--- config.mk ---
export PLATFORM = sky130hd
export DESIGN_NAME = arith_unit_pipe_flat
export DESIGN_NICKNAME = d
export VERILOG_FILES = /design/src/rtl/arith_pkg.sv /design/src/rtl/arith_unit_pipe_if.sv /design/src/rtl/arith_core.sv /design/src/rtl/arith_unit_pipe.sv /design/src/flat_wrapper.sv
export SDC_FILE = /design/constraint.sdc
export NUM_CORES = 1
export LEC_CHECK = 0
export ABC_AREA = 1
export BUFFER_PORTS_ARGS = -buffer_cell sky130_fd_sc_hd__buf_2
export CORE_ASPECT_RATIO = 1.5
export CORE_UTILIZATION = 55
export CTS_BUF_LIST = sky130_fd_sc_hd__clkbuf_8 sky130_fd_sc_hd__clkbuf_16
export DETAILED_ROUTE_END_ITERATION = 10
export GPL_ROUTABILITY_DRIVEN = 1
export PLACE_DENSITY = 0.9
export SLEW_MARGIN = 40
export SYNTH_ARGS = -nofsm -noshare
export SYNTH_HDL_FRONTEND = slang
export SYNTH_SLANG_ARGS = --single-unit
--- constraint.sdc ---
create_clock -name clk -period 6.45 [get_ports clk]
set_clock_uncertainty 0.05 [all_clocks]
set_input_delay 0.3225 -clock clk [delete_from_list [all_inputs] [get_ports clk]]
set_output_delay 0.3225 -clock clk [all_outputs]
set_load 0.01 [all_outputs]
--- src/rtl/arith_pkg.sv ---
// Shared encodings and Y-select helper for the arithmetic unit.
// Optional flag outputs are enabled by defining ARITH_FLAGS_EN.
package arith_pkg;

   localparam logic [2:0] OP_ADD  = 3'b000;
   localparam logic [2:0] OP_ADD1 = 3'b001;
   localparam logic [2:0] OP_SUBB = 3'b010;
   localparam logic [2:0] OP_SUB  = 3'b011;
   localparam logic [2:0] OP_TFR0 = 3'b100;
   localparam logic [2:0] OP_INC  = 3'b101;
   localparam logic [2:0] OP_DEC  = 3'b110;
   localparam logic [2:0] OP_TFR1 = 3'b111;

   typedef enum logic [1:0] {
      YSEL_B     = 2'b00,
      YSEL_NOT_B = 2'b01,
      YSEL_ZERO  = 2'b10,
      YSEL_ONES  = 2'b11
   } y_sel_e;

   // Width-independent: applied bit by bit so any WIDTH can reuse it.
   function automatic logic y_bit(input y_sel_e sel, input logic b_bit);
      logic r;
      r = 1'b0;
      case (sel)
         YSEL_B:     r = b_bit;
         YSEL_NOT_B: r = ~b_bit;
         YSEL_ZERO:  r = 1'b0;
         YSEL_ONES:  r = 1'b1;
         default:    r = 1'b0;
      endcase
      return r;
   endfunction

endpackage

--- src/rtl/arith_unit_pipe_if.sv ---
// Operand/result handshake bundle for arith_unit_pipe.
// Flag signals exist only when ARITH_FLAGS_EN is defined.
interface arith_unit_pipe_if #(parameter int WIDTH = 8);

   logic             in_valid;
   logic             in_ready;
   logic [WIDTH-1:0] a;
   logic [WIDTH-1:0] b;
   logic             s1;
   logic             s0;
   logic             cary_in;
   logic             out_valid;
   logic             out_ready;
   logic [WIDTH-1:0] d;
   logic             carray_out;
`ifdef ARITH_FLAGS_EN
   logic             zero;
   logic             negative;
   logic             overflow;
`endif

   modport master (
      output in_valid, a, b, s1, s0, cary_in, out_ready,
      input  in_ready, out_valid, d, carray_out
`ifdef ARITH_FLAGS_EN
      , input zero, negative, overflow
`endif
   );

   modport slave (
      input  in_valid, a, b, s1, s0, cary_in, out_ready,
      output in_ready, out_valid, d, carray_out
`ifdef ARITH_FLAGS_EN
      , output zero, negative, overflow
`endif
   );

endinterface

--- src/rtl/arith_core.sv ---
// Combinational WIDTH-bit ripple adder: {carry, sum} = a + y + cin.
// Flag outputs are generated only when ARITH_FLAGS_EN is defined.
module arith_core
   import arith_pkg::*;
#(
   parameter int WIDTH = 8
) (
   input  logic [WIDTH-1:0] a,
   input  logic [WIDTH-1:0] y,
   input  logic             cin,
   output logic [WIDTH-1:0] sum,
   output logic             carry
`ifdef ARITH_FLAGS_EN
   ,
   output logic             zero,
   output logic             negative,
   output logic             overflow
`endif
);

   logic [WIDTH:0] c;

   // Generate/propagate carry chain; c[i] is the carry into bit i.
   always_comb begin
      c    = '0;
      c[0] = cin;
      for (int i = 0; i < WIDTH; i++) begin
         c[i+1] = (a[i] & y[i]) | ((a[i] ^ y[i]) & c[i]);
      end
   end

   assign sum   = a ^ y ^ c[WIDTH-1:0];
   assign carry = c[WIDTH];

`ifdef ARITH_FLAGS_EN
   assign zero     = (sum == '0);
   assign negative = sum[WIDTH-1];
   assign overflow = (a[WIDTH-1] == y[WIDTH-1]) && (sum[WIDTH-1] != a[WIDTH-1]);
`endif

endmodule

--- src/rtl/arith_unit_pipe.sv ---
// Two-stage pipelined arithmetic unit with valid/ready flow control and a retired counter.
// Defining ARITH_FLAGS_EN adds registered zero/negative/overflow flags.
module arith_unit_pipe
   import arith_pkg::*;
#(
   parameter int WIDTH = 8,
   parameter int CNT_W = 16
) (
   input  logic             clk,
   input  logic             rst,
   arith_unit_pipe_if.slave bus,
   output logic [CNT_W-1:0] retired
);

   logic             s1_valid;
   logic [WIDTH-1:0] s1_a;
   logic [WIDTH-1:0] s1_y;
   logic             s1_cin;

   logic             s2_adv;
   logic             s1_adv;
   y_sel_e           y_sel;
   logic [WIDTH-1:0] y_in;

   logic [WIDTH-1:0] core_sum;
   logic             core_carry;
`ifdef ARITH_FLAGS_EN
   logic             core_zero;
   logic             core_negative;
   logic             core_overflow;
`endif

   // Stall propagates backwards combinationally; there is no skid buffer.
   assign s2_adv      = !bus.out_valid || bus.out_ready;
   assign s1_adv      = !s1_valid || s2_adv;
   assign bus.in_ready = s1_adv && !rst;

   always_comb begin
      y_sel = y_sel_e'({bus.s1, bus.s0});
      y_in  = '0;
      for (int i = 0; i < WIDTH; i++) begin
         y_in[i] = y_bit(y_sel, bus.b[i]);
      end
   end

   // Stage 1 holds the operand and selected Y; an empty slot advances as a bubble.
   always_ff @(posedge clk) begin
      if (rst) begin
         s1_valid <= 1'b0;
         s1_a     <= '0;
         s1_y     <= '0;
         s1_cin   <= 1'b0;
      end else if (s1_adv) begin
         s1_valid <= bus.in_valid;
         if (bus.in_valid) begin
            s1_a   <= bus.a;
            s1_y   <= y_in;
            s1_cin <= bus.cary_in;
         end
      end
   end

   arith_core #(.WIDTH(WIDTH)) u_core (
      .a        (s1_a),
      .y        (s1_y),
      .cin      (s1_cin),
      .sum      (core_sum),
      .carry    (core_carry)
`ifdef ARITH_FLAGS_EN
      ,
      .zero     (core_zero),
      .negative (core_negative),
      .overflow (core_overflow)
`endif
   );

   // Stage 2 result registers drive the outputs and hold while the consumer stalls.
   always_ff @(posedge clk) begin
      if (rst) begin
         bus.out_valid  <= 1'b0;
         bus.d          <= '0;
         bus.carray_out <= 1'b0;
`ifdef ARITH_FLAGS_EN
         bus.zero       <= 1'b0;
         bus.negative   <= 1'b0;
         bus.overflow   <= 1'b0;
`endif
      end else if (s2_adv) begin
         bus.out_valid <= s1_valid;
         if (s1_valid) begin
            bus.d          <= core_sum;
            bus.carray_out <= core_carry;
`ifdef ARITH_FLAGS_EN
            bus.zero       <= core_zero;
            bus.negative   <= core_negative;
            bus.overflow   <= core_overflow;
`endif
         end
      end
   end

   always_ff @(posedge clk) begin
      if (rst) begin
         retired <= '0;
      end else if (bus.out_valid && bus.out_ready) begin
         retired <= retired + CNT_W'(1);
      end
   end

endmodule

--- src/flat_wrapper.sv ---
// flat-port wrapper written by rule: the top's interface ports become plain ports
module arith_unit_pipe_flat import arith_pkg::*;
#(
   parameter int WIDTH = 8,
   parameter int CNT_W = 16
)
  (clk, rst, retired, bus_in_valid, bus_a, bus_b, bus_s1, bus_s0, bus_cary_in, bus_out_ready, bus_in_ready, bus_out_valid, bus_d, bus_carray_out);
  arith_unit_pipe_if #(.WIDTH(WIDTH)) bus_i ();
  input  logic clk;
  input  logic rst;
  output logic [CNT_W-1:0] retired;
  input wire logic [$bits(bus_i.in_valid)-1:0] bus_in_valid;
  input wire logic [$bits(bus_i.a)-1:0] bus_a;
  input wire logic [$bits(bus_i.b)-1:0] bus_b;
  input wire logic [$bits(bus_i.s1)-1:0] bus_s1;
  input wire logic [$bits(bus_i.s0)-1:0] bus_s0;
  input wire logic [$bits(bus_i.cary_in)-1:0] bus_cary_in;
  input wire logic [$bits(bus_i.out_ready)-1:0] bus_out_ready;
  output wire logic [$bits(bus_i.in_ready)-1:0] bus_in_ready;
  output wire logic [$bits(bus_i.out_valid)-1:0] bus_out_valid;
  output wire logic [$bits(bus_i.d)-1:0] bus_d;
  output wire logic [$bits(bus_i.carray_out)-1:0] bus_carray_out;
  assign bus_i.in_valid = bus_in_valid;
  assign bus_i.a = bus_a;
  assign bus_i.b = bus_b;
  assign bus_i.s1 = bus_s1;
  assign bus_i.s0 = bus_s0;
  assign bus_i.cary_in = bus_cary_in;
  assign bus_i.out_ready = bus_out_ready;
  assign bus_in_ready = bus_i.in_ready;
  assign bus_out_valid = bus_i.out_valid;
  assign bus_d = bus_i.d;
  assign bus_carray_out = bus_i.carray_out;
  arith_unit_pipe #(.WIDTH(WIDTH), .CNT_W(CNT_W)) u_core (.clk(clk), .rst(rst), .bus(bus_i), .retired(retired));
endmodule
### After elaboration in Yosys (flattened, before gate mapping)

Cells that the tools add are included.
W data, S select, Z words.

* RAM bits: 0
* input bits: 23
* bits in latches: 0
* register bits after elaboration: 44
* memory bits (read-only): 0
* memories kept: 0
* word-level logic and storage cells: 72
* output and inout port bits: 27

* muxes and demuxes: 8
* multiply operators: 0
* div/mod/pow operators: 0
* magnitude comparators: 0
* add/sub/neg operators: 1
* reduce and logical (&&, ||, !) cells: 10
* eq/ne operators: 3
* shift operators: 0
* bitwise operators: 42

Operator list (number)
* $pmux W1 S4: 8
* $add A16 B1 Y16 const B: 1
* $and A1 B1 Y1: 16
* $xor A8 B8 Y8: 2
* $not A1 Y1: 8
* $or A1 B1 Y1: 8
* $xor A1 B1 Y1: 8
* $eq A2 B2 Y1 const B: 2
* $reduce_and A2 Y1: 2
* $logic_not A1 Y1: 3
* $eq A2 B1 Y1 const B: 1
* $logic_and A1 B1 Y1: 2
* $logic_not A2 Y1: 1
* $logic_or A1 B1 Y1: 2

### Longest topological paths before layout

* depth in word-level cells: 17
* depth in mapped cells: 12
* gate-level depth less buffers: 12

### Hierarchy

From an unflattened synthesis, not the netlist that was laid out.

* cells, all modules: 289
* area total of the unflattened synthesis: 2145.8 µm²

By module, submodules not included
* arith_unit_pipe: area an instance 1948.1 µm², sequential area each 880.8 µm², cells an instance 271, times used 1
* arith_core: area an instance 197.7 µm², sequential area each 0.0 µm², cells an instance 18, times used 1

### Least setup slack after synthesis

OpenSTA, ideal clock, no wires.

* kind: register -> register
* start: reg u_core.s1_cin
* end: reg u_core.bus.d[7]
* clock period less this slack: 3921 ps
* arrival: 3801 ps
* slack: 2529 ps
* buffers on the path: 0
* data required time: 6330 ps
* setup time: 70 ps
* cell stages (with the launch flop): 13
* cells stage by stage: dfxtp_1 inv_1 fa_1 inv_1 fa_1 fa_1 fa_1 fa_1 fa_1 fa_1 inv_1 fa_1 a21oi_1

* word-level cells in the longest chain between the ends: 15

Ends and longest elaborated chain
* from (decl): line arith_unit_pipe.sv:18 `logic s1_cin;`
* from (signal assigned): line arith_unit_pipe.sv:58 `s1_cin <= bus.cary_in;`
* $and A1 B1 Y1: line arith_core.sv:28 `c[i+1] = (a[i] & y[i]) | ((a[i] ^ y[i]) & c[i]);`
* $or A1 B1 Y1: line arith_core.sv:28
* $and A1 B1 Y1: line arith_core.sv:28
* $or A1 B1 Y1: line arith_core.sv:28
* $and A1 B1 Y1: line arith_core.sv:28
* $or A1 B1 Y1: line arith_core.sv:28
* $and A1 B1 Y1: line arith_core.sv:28
* $or A1 B1 Y1: line arith_core.sv:28
* $and A1 B1 Y1: line arith_core.sv:28
* $or A1 B1 Y1: line arith_core.sv:28
* $and A1 B1 Y1: line arith_core.sv:28
* $or A1 B1 Y1: line arith_core.sv:28
* $and A1 B1 Y1: line arith_core.sv:28
* $or A1 B1 Y1: line arith_core.sv:28
* $xor A8 B8 Y8: line arith_core.sv:32 `assign sum = a ^ y ^ c[WIDTH-1:0];`
* to (signal assigned): line arith_unit_pipe.sv:91 `bus.d <= core_sum;`
* to (decl): line arith_unit_pipe_if.sv:32 `output in_ready, out_valid, d, carray_out`

Every way passes these cells.
A chain may end at the register's enable or synchronous reset.

### Worst setup path in the final report

Ends and elaborated chain as after synthesis.

==> run_results.csv <==
group,metric,value,unit
logic_synthesis,synthesis.nets,307,
logic_synthesis,netlist_area,2044,um2
sta,rsz0062_at_grt,"no",
die,fp-row-count,26,
logic_synthesis,ys_top_cells_by_count,"60 x nor2_1, 46 x o21ai_0, 44 x dfxtp_1",
worst_setup_path,start_kind,"flip-flop",
worst_setup_path,cp.arrival,4.26,ns
logic_synthesis,synth.avg_cell_area,7.434,um2
sta,setup_tns,0,ns
logic_synthesis,yosys.area.top_type_share,0.4308,
logic_synthesis,synth.most_common_cell,"nor2_1",
worst_setup_path,end_kind,"flip-flop",
worst_hold_path,min-delay-start,"bus_a[6]",
sta,setup_slack,2.358,ns
final_layout,final_core_util,0.6858,
sta,slew_headroom,0.6778,
clocking,cts_tree,"built",
logic_synthesis,synth_area_leaders,"dfxtp_1 43%, o21ai_0 11%, nor2_1 11%",
logic_synthesis,synth_top_area_cell,"dfxtp_1",
worst_hold_path,holdPathStages,3,
global_routing,grt_max_degree,38,
route,avgViaCountPerCell,5.091,
logic_synthesis,yosysSeqAreaShare,0.4308,
worst_setup_path,crit_path_max_fanout,2,
clocking,cts_buffers,5,
route,ant_nets,0,
clocking,clk_pin_slew_worst_paths,0.08,ns
clocking,h-tree-depth,2,
power,ir_worst_vdd,0.1873,mV
worst_setup_path,critPathLaunch,"u_core.s1_cin$_SDFFE_PP0P_",
power,switching_share,0.2437,
logic_synthesis,synth_edf_count,0,
logic_synthesis,synth_ff_type,"dfxtp_1",
logic_synthesis,async_reset_ff_frac,0,
worst_setup_path,reg2reg_depth,12,
die,core-area,3481,um2
sta,hold_violations,0,
sta,drv_slew,0,
clocking,cts_resized,0,
route,drc,0,
final_layout,area_growth,16.77,%
die,die_y,76.67,um
run_status,outcome,"finished clean",
place,routabilityCongestion,0.7782,
power,seq_power_share,0.549,
die,die_area,3970,um2
global_routing,grt.total_usage,0.2389,
sta,finalSetupViolations,0,
logic_synthesis,ys_ff_latch,44,
clocking,cts_root_buf,"clkbuf_8",
clocking,clock-sinks,44,
route,post_drt_wl_per_cell,11.43,um
logic_synthesis,yosysUniqueCellTypes,24,
route,drtIter0Drc,26,
logic_synthesis,synth_cells,275,
worst_setup_path,r2r_setup_slack,2.36,ns
final_layout,final_net_count,354,
worst_hold_path,hp-class,"in2reg",
sta,period_share,0.6344,
die,start_util,0.5873,
place,place_ws,2.381,ns
final_layout,antenna_cells,0,
final_layout,fill_cells,318,
die,dieWidth,51.78,um
power,leakagePower,1.131,nW
sta,fmax,244.4,MHz
worst_setup_path,rr_endpoint,"u_core.bus.d[7]$_SDFFE_PP0P_",
global_routing,grt-ovfl-total,0,
global_routing,grt_pass1_vias,1732,
place,io_buffers,49,
power,p_sw,0.1304,mW
power,p_per_area,224.1,nW/um2
sta,period_minus_slack,4.092,ns
clocking,clk_latency,0.29,ns
clocking,hold_buffers,0,
final_layout,drive_gt1_frac,0.1925,
clocking,cts_buffer_depth,2,
worst_setup_path,r2r-start,"u_core.s1_cin$_SDFFE_PP0P_",
route,drt_wl_total,4.161,mm
power,finalPower,0.5351,mW
job,drv_cap,0,
power,power.share.clock,0.339,
power,p_comb_frac,0.112,
die,ioPinCount,50,
power,intPower,0.4047,mW
global_routing,grt_pass1_wl,7.113,mm
logic_synthesis,yosysWarnings,0,
route,dr.pass1.iters,4,
worst_hold_path,hold_end,"u_core.s1_a[6]$_SDFFE_PP0P_",
route,num_vias,1853,
worst_setup_path,required,6.62,ns
clocking,cts_setup_buffers,0,
worst_setup_path,path_class,"reg2reg",
sta,tightest_slew,0.4826,ns
global_routing,antenna_found_initial,0,
place,dp_hpwl,3.153,mm
==> cell families (layout without fill, tap and decap cells) <==
| group | after synthesis | after routing | share of synthesized area |
|---|---|---|---|
| AO/OA/AOI/OAI | 64 | 64 | 0.1579 |
| XOR/XNOR | 3 | 3 | 0.01285 |
| adder cells (fa/ha/maj) | 9 | 9 | 0.08445 |
| buffers and inverters | 45 | 92 | 0.09119 |
| flip-flops | 44 | 44 | 0.4308 |
| AND/OR/NAND/NOR | 110 | 110 | 0.2228 |
==> worst max-delay path by stage <==
stage	slack [ns]	cells past startpoint	to
floorplan	2.53	12	u_core.bus.d[7]$_SDFFE_PP0P_
global placement	2.42	12	u_core.bus.d[7]$_SDFFE_PP0P_
detailed placement	2.38	12	u_core.bus.d[7]$_SDFFE_PP0P_
CTS	2.33	12	u_core.bus.d[7]$_SDFFE_PP0P_
global route	2.21	12	u_core.bus.d[7]$_SDFFE_PP0P_
finish	2.36	12	u_core.bus.d[7]$_SDFFE_PP0P_
==> state kept, by name, summed over array words and instances, names as in the netlist <==
| signal | cells |
|---|---|
| u_core.s1_y | 8 |
| u_core.bus.out_valid | 1 |
| u_core.s1_cin | 1 |
| u_core.retired | 16 |
| u_core.s1_valid | 1 |
| u_core.bus.d | 8 |
| u_core.s1_a | 8 |
| u_core.bus.carray_out | 1 |
==> layer usage <==
metal  vias up  part of all wire  GRT usage
met5         -                 0          0
li1        956                 -          -
met2        47              0.54     0.4455
met4         0             0.021     0.1027
met3         9             0.040    0.05159
met1       841              0.40     0.2408
==> critical path, stage by stage, from the launching register on <==
cell	delay (ns)
dfxtp_1	0.30
inv_1	0.09
fa_1	0.17
inv_1	0.06
fa_1	0.45
fa_1	0.46
fa_1	0.47
fa_1	0.46
fa_1	0.46
fa_1	0.42
inv_1	0.10
fa_1	0.39
a21oi_1	0.14
==> area by class of cell <==
class,instances,area (um2),area share
Inverter,36,135.1,0.05660
Sequential cell,44,880.8,0.3690
Clock buffer,7,96.34,0.04036
Multi-Input combinational cell,186,977.2,0.4093
Tap cell,42,52.55,0.02201
Timing Repair Buffer,49,245.2,0.1027
==> placed cells by master, fill, tap and decap left out, drive strengths merged <==
cell / instances
nor2: 62
nand4: 4
nand3: 5
or2: 1
o21ai: 48
nand2: 35
fa: 8
xor2: 3
dfxtp: 44
a21oi: 15
ha: 1
buf: 49
nor3: 3
inv: 36
o21bai: 1
clkbuf: 7
==> power by group through the flow <==
stage	registers, mW	logic [mW]	clock network (mW)
after floorplan	0.301	0.0385	0
after global placement	0.300	0.0576	0
after detailed placement	0.300	0.0604	0
after CTS	0.294	0.0608	0.185
after global routing	0.296	0.0709	0.195
final	0.294	0.0598	0.182
==> stage by stage <==
stage | cell area (um2) | hold slack (ns) | cells
2_1_floorplan | 2044 | 0.3968 | 275
3_3_place_gp | 2291 | 0.4104 | 357
3_5_place_dp | 2291 | 0.4187 | 357
4_1_cts | 2387 | 0.2233 | 364
5_1_grt | 2387 | 0.2414 | 364
6_report | 2387 | 0.2233 | 364
(Power assumes the default switching activity.)
